[src/rtl/bit_sync.sv]
// bit_sync: symbol-timing recovery for a sliced FM-discriminator stream.
// Each accepted sample is sliced on its sign. A phase counter restarts at
// every slice transition, and the bit is taken half a symbol later. Lock is
// gained after LOCK_EDGES consecutive on-time transitions. It is lost on an
// off-time transition, or after DROP_BITS symbol periods with no transition.
// Optional feature macro: BIT_SYNC_NRZI_EN (NRZI decode: 1 = no change since
// the previous decision). When it is undefined the bit is the raw NRZ slice.
module bit_sync #(
  parameter int WIDTH           = 10,
  parameter int SAMPLES_PER_BIT = 8,
  parameter int LOCK_EDGES      = 4,
  parameter int DROP_BITS       = 8
) (
  input  logic                    clk,
  input  logic                    rst_i,
  input  logic                    clken_i,
  input  logic signed [WIDTH-1:0] data_i,
  input  logic                    dvalid_i,
  output logic                    bit_o,
  output logic                    bvalid_o,
  output logic                    lock_o
);

  localparam int SPB  = SAMPLES_PER_BIT;
  localparam int PH_W = $clog2(SPB);
  localparam int EC_W = $clog2(LOCK_EDGES + 1);
  localparam int RC_W = $clog2(DROP_BITS + 1);

  localparam logic [PH_W-1:0]         PH_ZERO = '0;
  localparam logic [PH_W-1:0]         PH_ONE  = PH_W'(1);
  localparam logic [PH_W-1:0]         PH_LAST = PH_W'(SPB - 1);
  localparam logic [PH_W-1:0]         PH_MID  = PH_W'(SPB / 2 - 1);
  localparam logic [EC_W-1:0]         EC_MAX  = EC_W'(LOCK_EDGES);
  localparam logic [RC_W-1:0]         RC_MAX  = RC_W'(DROP_BITS);
  localparam logic signed [WIDTH-1:0] ZERO    = '0;

  // Saturating increment of the on-time edge counter.
  function automatic logic [EC_W-1:0] sat_inc_ec(input logic [EC_W-1:0] v);
    return (v == EC_MAX) ? v : v + EC_W'(1);
  endfunction

  // Saturating increment of the edge-free symbol counter.
  function automatic logic [RC_W-1:0] sat_inc_rc(input logic [RC_W-1:0] v);
    return (v == RC_MAX) ? v : v + RC_W'(1);
  endfunction

  logic [PH_W-1:0] r_ph;
  logic [EC_W-1:0] r_ecnt;
  logic [RC_W-1:0] r_rcnt;
  logic            r_s_prev;
  logic            r_primed;
  logic            r_bit;
  logic            r_bvalid;
  logic            r_lock;

  logic            w_acc;
  logic            w_s;
  logic            w_edge;
  logic            w_ontime;
  logic            w_dec;
  logic            w_wrap;
  logic            w_bit;
  logic [EC_W-1:0] w_ecnt_inc;
  logic [RC_W-1:0] w_rcnt_inc;

  // Sample acceptance, slicing and timing events.
  // r_primed blocks an edge on the first sample after reset, when s_prev is not yet real.
  assign w_acc      = clken_i & dvalid_i;
  assign w_s        = (data_i >= ZERO);
  assign w_edge     = w_acc & r_primed & (w_s != r_s_prev);
  assign w_ontime   = (r_ph == PH_LAST) | (r_ph == PH_ZERO) | (r_ph == PH_ONE);
  assign w_dec      = w_acc & ~w_edge & (r_ph == PH_MID);
  assign w_wrap     = w_acc & ~w_edge & (r_ph == PH_LAST);
  assign w_ecnt_inc = sat_inc_ec(r_ecnt);
  assign w_rcnt_inc = sat_inc_rc(r_rcnt);

`ifdef BIT_SYNC_NRZI_EN
  logic r_last_s;

  // NRZI reference: the slice seen at the most recent decision point.
  always_ff @(posedge clk) begin
    if (rst_i) begin
      r_last_s <= 1'b0;
    end else if (w_dec) begin
      r_last_s <= w_s;
    end
  end

  assign w_bit = (w_s == r_last_s);
`else
  assign w_bit = w_s;
`endif

  // Bit decision output: one-cycle strobe after the mid-symbol sample.
  always_ff @(posedge clk) begin
    if (rst_i) begin
      r_bit    <= 1'b0;
      r_bvalid <= 1'b0;
    end else begin
      r_bvalid <= w_dec;
      if (w_dec) begin
        r_bit <= w_bit;
      end
    end
  end

  // Phase tracking, edge qualification and lock management.
  always_ff @(posedge clk) begin
    if (rst_i) begin
      r_ph     <= '0;
      r_ecnt   <= '0;
      r_rcnt   <= '0;
      r_s_prev <= 1'b0;
      r_primed <= 1'b0;
      r_lock   <= 1'b0;
    end else if (w_acc) begin
      r_s_prev <= w_s;
      r_primed <= 1'b1;
      if (w_edge) begin
        r_ph   <= '0;
        r_rcnt <= '0;
        if (w_ontime) begin
          r_ecnt <= w_ecnt_inc;
          if (w_ecnt_inc == EC_MAX) begin
            r_lock <= 1'b1;
          end
        end else begin
          r_ecnt <= '0;
          r_lock <= 1'b0;
        end
      end else begin
        r_ph <= (r_ph == PH_LAST) ? PH_ZERO : r_ph + PH_ONE;
        if (w_wrap) begin
          r_rcnt <= w_rcnt_inc;
          // Too long without a transition: timing can no longer be trusted.
          if (w_rcnt_inc == RC_MAX) begin
            r_lock <= 1'b0;
            r_ecnt <= '0;
          end
        end
      end
    end
  end

  assign bit_o    = r_bit;
  assign bvalid_o = r_bvalid;
  assign lock_o   = r_lock;

endmodule

[config.mk]
export PLATFORM = sky130hd
export DESIGN_NAME = bit_sync
export DESIGN_NICKNAME = d
export VERILOG_FILES = /design/src/rtl/bit_sync.sv
export SDC_FILE = /design/constraint.sdc
export NUM_CORES = 1
export LEC_CHECK = 0
export CELL_PAD_IN_SITES_DETAIL_PLACEMENT = 0
export CELL_PAD_IN_SITES_GLOBAL_PLACEMENT = 2
export CORE_MARGIN = 5
export CORE_UTILIZATION = 31
export CTS_BUF_LIST = sky130_fd_sc_hd__clkbuf_8
export DETAILED_ROUTE_END_ITERATION = 6
export GPL_TIMING_DRIVEN = 0
export PLACE_DENSITY_LB_ADDON = 0.15
export SLEW_MARGIN = 5
export SYNTH_ARGS = -nofsm -noshare
export SYNTH_HDL_FRONTEND = slang
export SYNTH_SLANG_ARGS = --single-unit
[constraint.sdc]
create_clock -name clk -period 2.4 [get_ports clk]
set_clock_uncertainty 0.1 [all_clocks]
set_input_delay 0.48 -clock clk [delete_from_list [all_inputs] [get_ports clk]]
set_output_delay 0.48 -clock clk [all_outputs]
set_load 0.01 [all_outputs]
# Word level (Yosys, flattened, before mapping)
# Cells that the tools add are included.
dict set report totals {
  reg_bits 15
  word_cells 51
}
dict set report classes {
  addsub 3
  n_lt_le_gt_ge 1
  n_eq_ne 9
  n_mux 15
  n_bitwise 9
  n_reduce_logical 6
}
# cell n
set op_table {}
lappend op_table {{3-bit 2-to-1 mux} 7}
lappend op_table {{4-bit 2-to-1 mux} 3}
lappend op_table {{10-bit by 1-bit >= comparator with 1-bit output (second input constant)} 1}
lappend op_table {{3-bit == test (second input constant)} 3}
lappend op_table {{4-bit == test (second input constant)} 2}
lappend op_table {{3-bit by 1-bit adder with 3-bit output (second input constant)} 2}
lappend op_table {{1-bit AND} 6}
lappend op_table {{1-bit 2-to-1 mux} 5}
lappend op_table {{4-bit by 1-bit adder with 4-bit output (second input constant)} 1}
lappend op_table {{4-bit AND reduction} 1}
lappend op_table {{2-bit nonzero test} 2}
lappend op_table {{3-bit by 1-bit == test with 1-bit output (second input constant)} 1}
lappend op_table {{3-bit by 2-bit == test with 1-bit output (second input constant)} 1}
lappend op_table {{3-bit logical NOT} 1}
lappend op_table {{3-bit by 2-bit != test with 1-bit output (second input constant)} 1}
lappend op_table {{3-bit AND reduction} 1}
lappend op_table {{1-bit OR} 2}
lappend op_table {{2-bit AND reduction} 1}
lappend op_table {{1-bit != test} 1}
lappend op_table {{1-bit inverter} 1}

# Longest topological paths before layout
# Gate-level depths: netlist of run 1.
dict set report depth {
  word_depth 8
  mapped_depth 6
}

# Worst setup path before layout of run 1
# No wires, ideal clock.
dict set report synth_path {
  path_type {reg-to-reg}
  from {register r_ph[0]}
  to {register r_ecnt[0]}
  setup_ns 0.133
  arrival_ns 1.542
  t_required_ns 2.167
  slack_ns 0.624
  stages_incl_launch_ff 7
  path_buffers 0
  cell_sequence {dfxtp_1 > ha_1 > ha_1 > nand3_1 > a2111oi_0 > a31o_4 > a311oi_2}
}
dict set report synth_via {
  elab_chain_cells 5
  word_cells_on_any_way 10
}
# item line_no
set synth_lines {}
lappend synth_lines {{start, declared} 47} ;# logic [PH_W-1:0] r_ph;
lappend synth_lines {{start signal, assigned} 132} ;# r_ph <= (r_ph == PH_LAST) ? PH_ZERO : r_ph + PH_ONE;
lappend synth_lines {{3-bit == test or 3-bit logical NOT (tied branches)} {71, 73}}
lappend synth_lines {{1-bit OR (2 in series)} 71} ;# assign w_ontime = (r_ph == PH_LAST) | (r_ph == PH_ZERO) | (r_ph == PH_ONE);
lappend synth_lines {{3-bit 2-to-1 mux} 122} ;# if (w_ontime) begin
lappend synth_lines {{3-bit 2-to-1 mux} 119} ;# if (w_edge) begin
lappend synth_lines {{end signal, assigned} 123} ;# r_ecnt <= w_ecnt_inc;
lappend synth_lines {{end, declared} 48} ;# logic [EC_W-1:0] r_ecnt;
# Parallel ways exist; a longest one is shown, timed or not.
# A chain may end at the register's enable or synchronous reset.

# Worst setup path after layout of run 1
# Same ends and word-level chain as after synthesis.

==> flow_metrics.py, run 1 <==
metrics = {
    "run_status": {
        "status": "completed",
    },
    "floorplan": {
        "num_rows": 19,
        "start_util_pct": 31.8,
        "fp.dieW_um": 63.0,
        "coreArea_um2": 2730,
        "die_area_um2": 3960,
        "die_y_um": 63.0,
        "io-pin-count": 17,
    },
    "yosys": {
        "ys_warn_count": 0,
        "synthArstFlopShare_pct": 0,
        "yosys.area.top_type": "dfxtp_1",
        "seq_area_frac_synth_pct": 34.5,
        "synth_nets": 123,
        "synth_area_um2": 870,
        "ys_types": 32,
        "ys_top_cells_by_count": "dfxtp_1, nor2_1, ha_1",
        "synthTopCellsByArea": "dfxtp_1, ha_1, xnor2_1",
        "ys_seq_elements": 15,
        "netlist.area_leader.share_pct": 34.5,
        "avgSynthCellArea_um2": 8.70,
        "synth_edf_count": 0,
        "ys.flop_type": "dfxtp_1",
        "synthCells": 100,
        "yosysMostFrequentCell": "dfxtp_1",
    },
    "global_route": {
        "grt_overflow": 0,
        "grt_pass1_wl_mm": 3.21,
        "grt_antenna_before_repair": 0,
        "grt_max_degree": 11,
        "grtUsageTotal_pct": 10.0,
        "grt_pass1_vias": 733,
    },
    "final_layout": {
        "final_layout_size_suffix_gt1_share_pct": 7.21,
        "nets": 135,
        "syn_to_final_growth_pct": 17.8,
        "antennaDiodeCount": 0,
        "fill_cells": 290,
        "fin_util_pct": 37.5,
        "design_area_um2": 1020,
    },
    "critical_path": {
        "arrival_ns": 2.03,
        "cp_max_fo": 5,
        "cp-start-kind": "flop",
        "required_ns": 2.42,
        "reg2reg_from": "r_ph[0]$_SDFFE_PP0N_",
        "reg2reg_depth": 6,
        "crit_type": "reg -> reg",
        "r2r_end": "r_ecnt[0]$_SDFFE_PP0P_",
        "end_kind": "flop",
        "r2r_slack_ns": 0.39,
    },
    "timing": {
        "setup_slack_ns": 0.392,
        "post-route-period-util_pct": 83.7,
        "holdWs_ns": 0.371,
        "final.min_clock_period_ns": 2.01,
        "max_freq_mhz": 498,
        "final.setup.tns_ns": 0,
        "setup_viol": 0,
        "worst_pin_slew_ns": 0.502,
        "slew_viol_final": 0,
        "hold_violations": 0,
        "rsz0062_at_grt": "no",
        "max_slew_margin_pct": 65.7,
    },
    "place": {
        "dp_hpwl_mm": 1.33,
        "place_ws_ns": 0.171,
        "gp_congestion": 0.697,
        "port_buffers": 7,
        "post_dp_cell_area_um2": 978,
    },
    "flow_run": {
        "maxCapViolCount": 0,
    },
    "clocking": {
        "clk_path_buf_depth": 2,
        "clkTransAtPathRegs_ns": 0.06,
        "cts.sinks": 15,
        "postCtsHoldBufs": 0,
        "post_cts_buffers": 0,
        "clk_latency_ns": 0.24,
        "cts_resized": 0,
        "ctsHtreeMaxLevel": 1,
        "cts_root_buf": "clkbuf_8",
        "cts_tree": "built",
        "cts_buffers": 3,
    },
    "detailed_routing": {
        "wl_per_cell_um": 12.1,
        "drc": 0,
        "first_pass_iters": 4,
        "vias_per_cell": 4.91,
        "ant_nets": 0,
        "finalWirelength_mm": 1.71,
        "initialDrtViolationCount": 19,
        "num_vias": 697,
    },
    "power": {
        "power_density_nw_per_um2": 491,
        "p_leak_nw": 0.364,
        "ir_drop_v": 0.000320,
    },
    "hold_path": {
        "hold_depth": 2,
        "hold_end": "lock_o$_SDFFE_PP0P_",
        "hp-class": "reg -> reg",
        "worstHoldStart": "lock_o$_SDFFE_PP0P_",
    },
}
[layout by cell type, fill, tap and decap left out, drive strengths merged, types with 4 or more instances in the layout]
cell type / instances
nand3: 4
clkdlybuf4s50: 7
clkbuf: 4
nor2: 11
a21oi: 7
nand2: 7
dfxtp: 15
ha: 9
inv: 8
xnor2: 5
[worst max-delay path, stage by stage (launching register included)]
cell and delay [ns]:
dfxtp_1 0.39, ha_1 0.21, ha_1 0.21, nand3_1 0.13
a2111oi_0 0.49, a31o_4 0.26, a311oi_2 0.09
[flip-flops by register name, indices dropped and copies added (netlist names)]
register	cells
r_rcnt	4
r_ecnt	3
bvalid_o	1
r_s_prev	1
lock_o	1
r_ph	3
r_primed	1
bit_o	1
[area by class of cell]
cell class,count,area (um2),area share [%]
plain buffers,2,8.76,0.855
clock buffers,3,41.3,4.03
clock inverters,1,5.00,0.488
inverters,8,30.0,2.93
multi-input cells,75,531,51.8
flip-flops and latches,15,300,29.3
well taps,31,38.8,3.79
repair buffers,7,70.1,6.84
[cell families (layout without fill, tap and decap cells)]
| logic type | after synthesis | after routing | share of synthesized area [%] |
|---|---|---|---|
| compound gates | 21 | 21 | 19.7 |
| xor+xnor | 5 | 5 | 5.04 |
| fa+ha+maj | 9 | 9 | 12.9 |
| buf+inv | 10 | 21 | 4.46 |
| flops | 15 | 15 | 34.5 |
| simple gates | 40 | 40 | 23.3 |
[metrics by stage]
stage,power [mW],cells
after floorplan,0.285,100
after global placement,0.303,138
after detailed placement,0.303,138
after CTS,0.514,142
after global routing,0.535,142
final,0.503,142
[report_power, final]
part / internal, mW / switching [mW]
logic: 0.0170 / 0.0222
clock network: 0.115 / 0.0916
registers: 0.253 / 0.00424
[how the worst max path moves through the flow]
stage                    startpoint                      to
6_report       r_ph[0]$_SDFFE_PP0N_  r_ecnt[0]$_SDFFE_PP0P_
5_1_grt        r_ph[0]$_SDFFE_PP0N_  r_ecnt[2]$_SDFFE_PP0P_
4_1_cts        r_ph[0]$_SDFFE_PP0N_  r_ecnt[0]$_SDFFE_PP0P_
3_5_place_dp                clken_i  r_ecnt[0]$_SDFFE_PP0P_
3_3_place_gp              data_i[9]     lock_o$_SDFFE_PP0P_
2_1_floorplan  r_ph[0]$_SDFFE_PP0N_  r_ecnt[0]$_SDFFE_PP0P_
[metal layers]
metal  share of wire [%]  routed length [um]  GRT usage, %  up-vias
met2                  46                 783          15.5        5
met5                   0                   0             0        -
met4                0.93                  16          4.77        0
li1                    -                   -             -      375
met3                 2.9                  49          2.52        2
met1                  51                 866          12.8      315
Note: power is estimated with default switching activity, not from simulation.
==> inputs of run 2 (changes only) <==
--- a/config.mk
+++ b/config.mk
@@ -8,7 +8,7 @@
 export CELL_PAD_IN_SITES_DETAIL_PLACEMENT = 0
 export CELL_PAD_IN_SITES_GLOBAL_PLACEMENT = 2
 export CORE_MARGIN = 5
-export CORE_UTILIZATION = 31
+export CORE_UTILIZATION = 28
 export CTS_BUF_LIST = sky130_fd_sc_hd__clkbuf_8
 export DETAILED_ROUTE_END_ITERATION = 6
 export GPL_TIMING_DRIVEN = 0
==> constraint.sdc (replaced) <==
create_clock -name clk -period 1.8 [get_ports clk]
set_clock_uncertainty 0.1 [all_clocks]
set_input_delay 0.36 -clock clk [delete_from_list [all_inputs] [get_ports clk]]
set_output_delay 0.36 -clock clk [all_outputs]
set_load 0.01 [all_outputs]
==> run 2 against run 1 <==
Sequential power rose by 34%. Non-clock buffer count grew 1. Worst setup slack got worse by 0.28 ns. Fmax increased by 19%. First-iteration DRC count rose to 2.6 times the previous value. Critical path depth decreased by 1. Clock power increased by 34%. Cell count grew 9.9%. Register-to-register slack worse by 0.28 ns.
==> flow_metrics.py, run 2 (same netlist as run 1, synthesis figures left out) <==
metrics = {
    "global_route": {
        "grt_max_degree": 11,
        "grt_antenna_before_repair": 0,
        "grt_overflow": 0,
        "grtUsageTotal_pct": 10.4,
        "grt_pass1_vias": 664,
        "grt_pass1_wl_mm": 3.31,
    },
    "clocking": {
        "clkTransAtPathRegs_ns": 0.06,
        "clk_latency_ns": 0.25,
        "postCtsHoldBufs": 0,
        "cts_buffers": 3,
        "ctsHtreeMaxLevel": 1,
        "cts_tree": "built",
        "cts.sinks": 15,
        "cts_root_buf": "clkbuf_8",
        "clk_path_buf_depth": 2,
    },
    "power": {
        "switching_share_pct": 24.0,
        "clkPwrFrac_pct": 41.0,
        "power_density_nw_per_um2": 613,
        "ir_drop_v": 0.000397,
        "switchingPower_uw": 163,
        "p_int_uw": 514,
        "p_leak_nw": 0.399,
        "pwr-share-seq_pct": 51.0,
        "combPwrFrac_pct": 8.0,
        "fin_total_pwr_uw": 676,
    },
    "detailed_routing": {
        "first_pass_iters": 4,
        "ant_nets": 0,
        "dr_wl_met3_um": 74,
        "top_layer_used": "met4",
        "drc": 0,
        "finalWirelength_mm": 1.87,
        "met1_length_um": 873,
        "wl_per_cell_um": 12.0,
        "initialDrtViolationCount": 49,
        "num_vias": 729,
        "dr_wl_met2_um": 883,
        "vias_per_cell": 4.67,
    },
    "final_layout": {
        "largest_reg_flops": 4,
        "syn_to_final_growth_pct": 26.8,
        "layout_commonest_cell": "dfxtp_1",
        "layout_common_cells": "dfxtp_1, nor2_1, inv_1",
        "top_register": "r_rcnt",
        "fin_util_pct": 36.4,
        "final_cells": 156,
        "multi_input_area_um2": 576,
        "design_area_um2": 1100,
        "antennaDiodeCount": 0,
        "largestRegisters": "r_rcnt x4, r_ecnt x3, r_ph x3",
        "final_layout_size_suffix_gt1_share_pct": 16.1,
        "fill_cells": 338,
        "nets": 136,
        "seq_area_um2": 303,
    },
    "floorplan": {
        "io-pin-count": 17,
        "die_y_um": 65.7,
        "coreArea_um2": 3030,
        "fp.dieW_um": 65.7,
        "die_area_um2": 4320,
        "start_util_pct": 28.7,
        "num_rows": 20,
    },
    "critical_path": {
        "crit_type": "reg -> reg",
        "cp_max_fo": 4,
        "arrival_ns": 1.72,
        "required_ns": 1.83,
        "r2r_slack_ns": 0.11,
        "cp-start-kind": "flop",
        "reg2reg_from": "r_rcnt[0]$_SDFFE_PP0P_",
        "end_kind": "flop",
        "r2r_end": "r_ecnt[0]$_SDFFE_PP0P_",
        "reg2reg_depth": 5,
    },
    "timing": {
        "max_freq_mhz": 591,
        "setup_viol": 0,
        "final.setup.tns_ns": 0,
        "final.min_clock_period_ns": 1.69,
        "max_slew_margin_pct": 68.6,
        "slew_viol_final": 0,
        "setup_slack_ns": 0.107,
        "rsz0062_at_grt": "no",
        "worst_pin_slew_ns": 0.470,
        "holdWs_ns": 0.325,
        "post-route-period-util_pct": 94.1,
        "hold_violations": 0,
    },
    "place": {
        "post_dp_cell_area_um2": 995,
        "placed_cells_incl_taps": 151,
        "dp_hpwl_mm": 1.38,
        "port_buffers": 7,
        "place_ws_ns": -0.317,
        "gp_congestion": 0.730,
    },
    "hold_path": {
        "hold_end": "r_s_prev$_SDFFE_PP0N_",
        "hp-class": "in -> reg",
        "hold_depth": 2,
        "worstHoldStart": "data_i[9]",
    },
    "flow_run": {
        "maxCapViolCount": 0,
    },
    "run_status": {
        "status": "completed",
    },
}
## run 2: cell types whose count changed in the layout (fill, tap and decap cells not counted), sizes merged
cell and change:
clkdlybuf4s50 -3, inv +1, clkinv -1, buf +1, dlymetal6s2s +3
## run 2: power groups by stage
stage,Combinational [mW],Sequential [mW],Clock [mW]
final,0.0542,0.345,0.277
after global routing,0.0621,0.345,0.314
after CTS,0.0554,0.344,0.295
after detailed placement,0.0532,0.351,0
after global placement,0.0533,0.351,0
after floorplan,0.0304,0.350,0
## run 2: area by class of cell
type	count	share of cell area, %
buffer	2	0.795
clock buffer	3	3.75
clock inverter	1	0.341
inverter	8	2.72
multi-input combinational	75	52.2
sequential	15	27.5
tap	44	4.99
timing repair buffer	8	7.72
## run 2: worst max-delay path by stage
stage | from | to | slack, ns | cells past startpoint
6_report | r_rcnt[0]$_SDFFE_PP0P_ | r_ecnt[0]$_SDFFE_PP0P_ | 0.11 | 5
5_1_grt | r_ph[1]$_SDFFE_PP0N_ | r_ecnt[0]$_SDFFE_PP0P_ | 0.02 | 6
4_1_cts | r_ph[0]$_SDFFE_PP0N_ | r_ecnt[0]$_SDFFE_PP0P_ | -0.005 | 6
3_5_place_dp | clken_i | r_ecnt[0]$_SDFFE_PP0P_ | -0.32 | 5
3_3_place_gp | clken_i | r_ecnt[0]$_SDFFE_PP0P_ | -0.32 | 5
2_1_floorplan | r_ph[0]$_SDFFE_PP0N_ | r_ecnt[0]$_SDFFE_PP0P_ | 0.02 | 6
## run 2: critical path, cell delays in order (launching register included)
cell       delay, ns
dfxtp_1         0.39
inv_1           0.09
ha_1            0.35
a2111oi_4       0.31
a31o_4          0.23
a311oi_2        0.09
## run 2: timing repair
item,CTS,global route
endpoints found under the setup margin,4,5
gates resized for setup,5,10
buffers inserted,0,1
pin swaps,1,3
cloned,0,0
hold endpoints to repair,0,0
## run 2: per-layer routing
layer  GRT usage, %  up-vias
li1               -      380
met1           12.6      337
met2           15.8        8
met3           4.27        4
met4           4.66        0
met5              0        -
==> inputs of run 3 (changes only) <==
--- a/config.mk
+++ b/config.mk
@@ -8,11 +8,12 @@
 export CELL_PAD_IN_SITES_DETAIL_PLACEMENT = 0
 export CELL_PAD_IN_SITES_GLOBAL_PLACEMENT = 2
 export CORE_MARGIN = 5
-export CORE_UTILIZATION = 28
-export CTS_BUF_LIST = sky130_fd_sc_hd__clkbuf_8
+export CORE_UTILIZATION = 25
+export CTS_BUF_LIST = sky130_fd_sc_hd__clkbuf_4
 export DETAILED_ROUTE_END_ITERATION = 6
 export GPL_TIMING_DRIVEN = 0
 export PLACE_DENSITY_LB_ADDON = 0.15
+export REMOVE_ABC_BUFFERS = 1
 export SLEW_MARGIN = 5
 export SYNTH_ARGS = -nofsm -noshare
 export SYNTH_HDL_FRONTEND = slang
==> run 3 against run 2 <==
Critical path depth rose by 1. Design area fell by 3.2%. Wire length fell by 2.7%. Critical path type unchanged. Largest cell class unchanged. Largest power group unchanged.
==> flow_metrics.py, run 3 (same netlist as run 1, synthesis figures left out) <==
metrics = {
    "clocking": {
        "cts_root_buf": "clkbuf_4",
        "clk_path_buf_depth": 2,
        "cts_buffers": 3,
        "clk_latency_ns": 0.28,
        "cts.sinks": 15,
        "clkTransAtPathRegs_ns": 0.09,
        "ctsHtreeMaxLevel": 1,
        "cts_tree": "built",
    },
    "critical_path": {
        "cp_max_fo": 5,
        "required_ns": 1.85,
        "reg2reg_depth": 6,
        "end_kind": "flop",
        "crit_type": "reg -> reg",
        "cp-start-kind": "flop",
        "arrival_ns": 1.74,
    },
    "place": {
        "placed_cells_incl_taps": 151,
        "post_dp_cell_area_um2": 988,
        "gp_congestion": 0.696,
        "port_buffers": 7,
        "dp_hpwl_mm": 1.32,
    },
    "final_layout": {
        "top_register": "r_rcnt",
        "antennaDiodeCount": 0,
        "layout_common_cells": "nor2_1, dfxtp_1, inv_1",
        "final_cells": 155,
        "nets": 133,
        "syn_to_final_growth_pct": 22.7,
        "fin_util_pct": 31.7,
        "design_area_um2": 1070,
        "largestRegisters": "r_rcnt x4, r_ecnt x3, r_ph x3",
        "largest_reg_flops": 4,
        "final_layout_size_suffix_gt1_share_pct": 14.7,
    },
    "power": {
        "switchingPower_uw": 150,
        "switching_share_pct": 24.6,
        "pwr-share-seq_pct": 56.1,
        "p_leak_nw": 0.364,
        "p_int_uw": 461,
        "combPwrFrac_pct": 8.6,
        "clkPwrFrac_pct": 35.3,
        "power_density_nw_per_um2": 572,
        "ir_drop_v": 0.000326,
    },
    "floorplan": {
        "start_util_pct": 25.9,
        "io-pin-count": 17,
        "die_y_um": 69.0,
        "num_rows": 21,
        "coreArea_um2": 3360,
        "die_area_um2": 4760,
        "fp.dieW_um": 69.0,
    },
    "global_route": {
        "grt_use_met3_pct": 4.21,
        "grt_pass1_wl_mm": 3.28,
        "grt_overflow": 0,
        "grt_antenna_before_repair": 0,
        "use_met1_pct": 11.8,
        "grt_pass1_vias": 684,
        "busiest_layer": "met2",
        "grtUsageTotal_pct": 9.49,
        "grtUsageMet2_pct": 15.0,
        "grt_max_degree": 17,
    },
    "timing": {
        "rsz0062_at_grt": "no",
        "hold_violations": 0,
        "final.min_clock_period_ns": 1.69,
        "setup_viol": 0,
        "post-route-period-util_pct": 94.0,
        "holdWs_ns": 0.283,
        "slew_viol_final": 0,
        "final.setup.tns_ns": 0,
        "worst_pin_slew_ns": 0.677,
        "max_freq_mhz": 591,
        "max_slew_margin_pct": 54.7,
    },
    "run_status": {
        "status": "completed",
    },
    "detailed_routing": {
        "drc": 0,
        "initialDrtViolationCount": 33,
        "num_vias": 706,
        "vias_per_cell": 4.55,
        "finalWirelength_mm": 1.82,
        "ant_nets": 0,
        "wl_per_cell_um": 11.7,
        "first_pass_iters": 4,
    },
    "hold_path": {
        "hold_depth": 2,
        "hp-class": "in -> reg",
    },
    "flow_run": {
        "maxCapViolCount": 0,
    },
}
[run 3: cell types whose count changed in the layout (fill, tap and decap cells not counted), sizes merged]
cell | previous run | this run
buf | 2 | 0
clkdlybuf4s50 | 4 | 6
dlymetal6s2s | 3 | 1
inv | 9 | 8
[run 3: what timing repair did]
item / in CTS / in global routing
pin swaps: 1 / 4
hold endpoints to repair: 0 / 0
buffers inserted: 0 / 0
resized for setup: 8 / 7
hold buffers: 0 / 0
endpoints found under the setup margin: 4 / 5
[run 3: worst paths after layout]
path / to / start / slack, ns
max: r_ecnt[0]$_SDFFE_PP0P_ / r_ph[0]$_SDFFE_PP0N_ / 0.11
min: r_s_prev$_SDFFE_PP0N_ / data_i[9] / 0.28
max reg2reg: r_ecnt[0]$_SDFFE_PP0P_ / r_ph[0]$_SDFFE_PP0N_ / 0.11
min reg2reg: lock_o$_SDFFE_PP0P_ / lock_o$_SDFFE_PP0P_ / 0.38
[run 3: worst max-delay path, stage by stage, from the launching register on]
cell and delay [ns]:
dfxtp_4 0.38, ha_2 0.20, ha_2 0.20, nand3_2 0.12
a2111oi_4 0.23, a31o_4 0.23, a311oi_2 0.09
[run 3: power groups by stage]
stage	Clock, mW	Sequential [mW]	Combinational (mW)
6_report	0.215	0.343	0.0527
5_1_grt	0.251	0.344	0.0622
4_1_cts	0.229	0.345	0.0539
3_5_place_dp	0	0.352	0.0513
3_3_place_gp	0	0.351	0.0513
2_1_floorplan	0	0.350	0.0274
[run 3: layout make-up]
type	instances	area, um2
Clock buffer	4	30.0
Fill cell	388	2300
Inverter	8	30.0
Multi-Input combinational cell	75	567
Sequential cell	15	310
Tap cell	46	57.6
Timing Repair Buffer	7	72.6
[run 3: per-stage QoR]
step                setup WS (ns)  power (mW)
floorplan                  0.0243       0.377
global placement           -0.404       0.403
detailed placement         -0.393       0.403
CTS                       0.00514       0.628
global route              0.00639       0.658
finish                      0.108       0.611
[run 3: layer usage]
metal | vias up | part of all wire (%)
met5 | - | 0
met1 | 326 | 50
met3 | 2 | 4.1
li1 | 370 | -
met2 | 8 | 45
met4 | 0 | 0.77
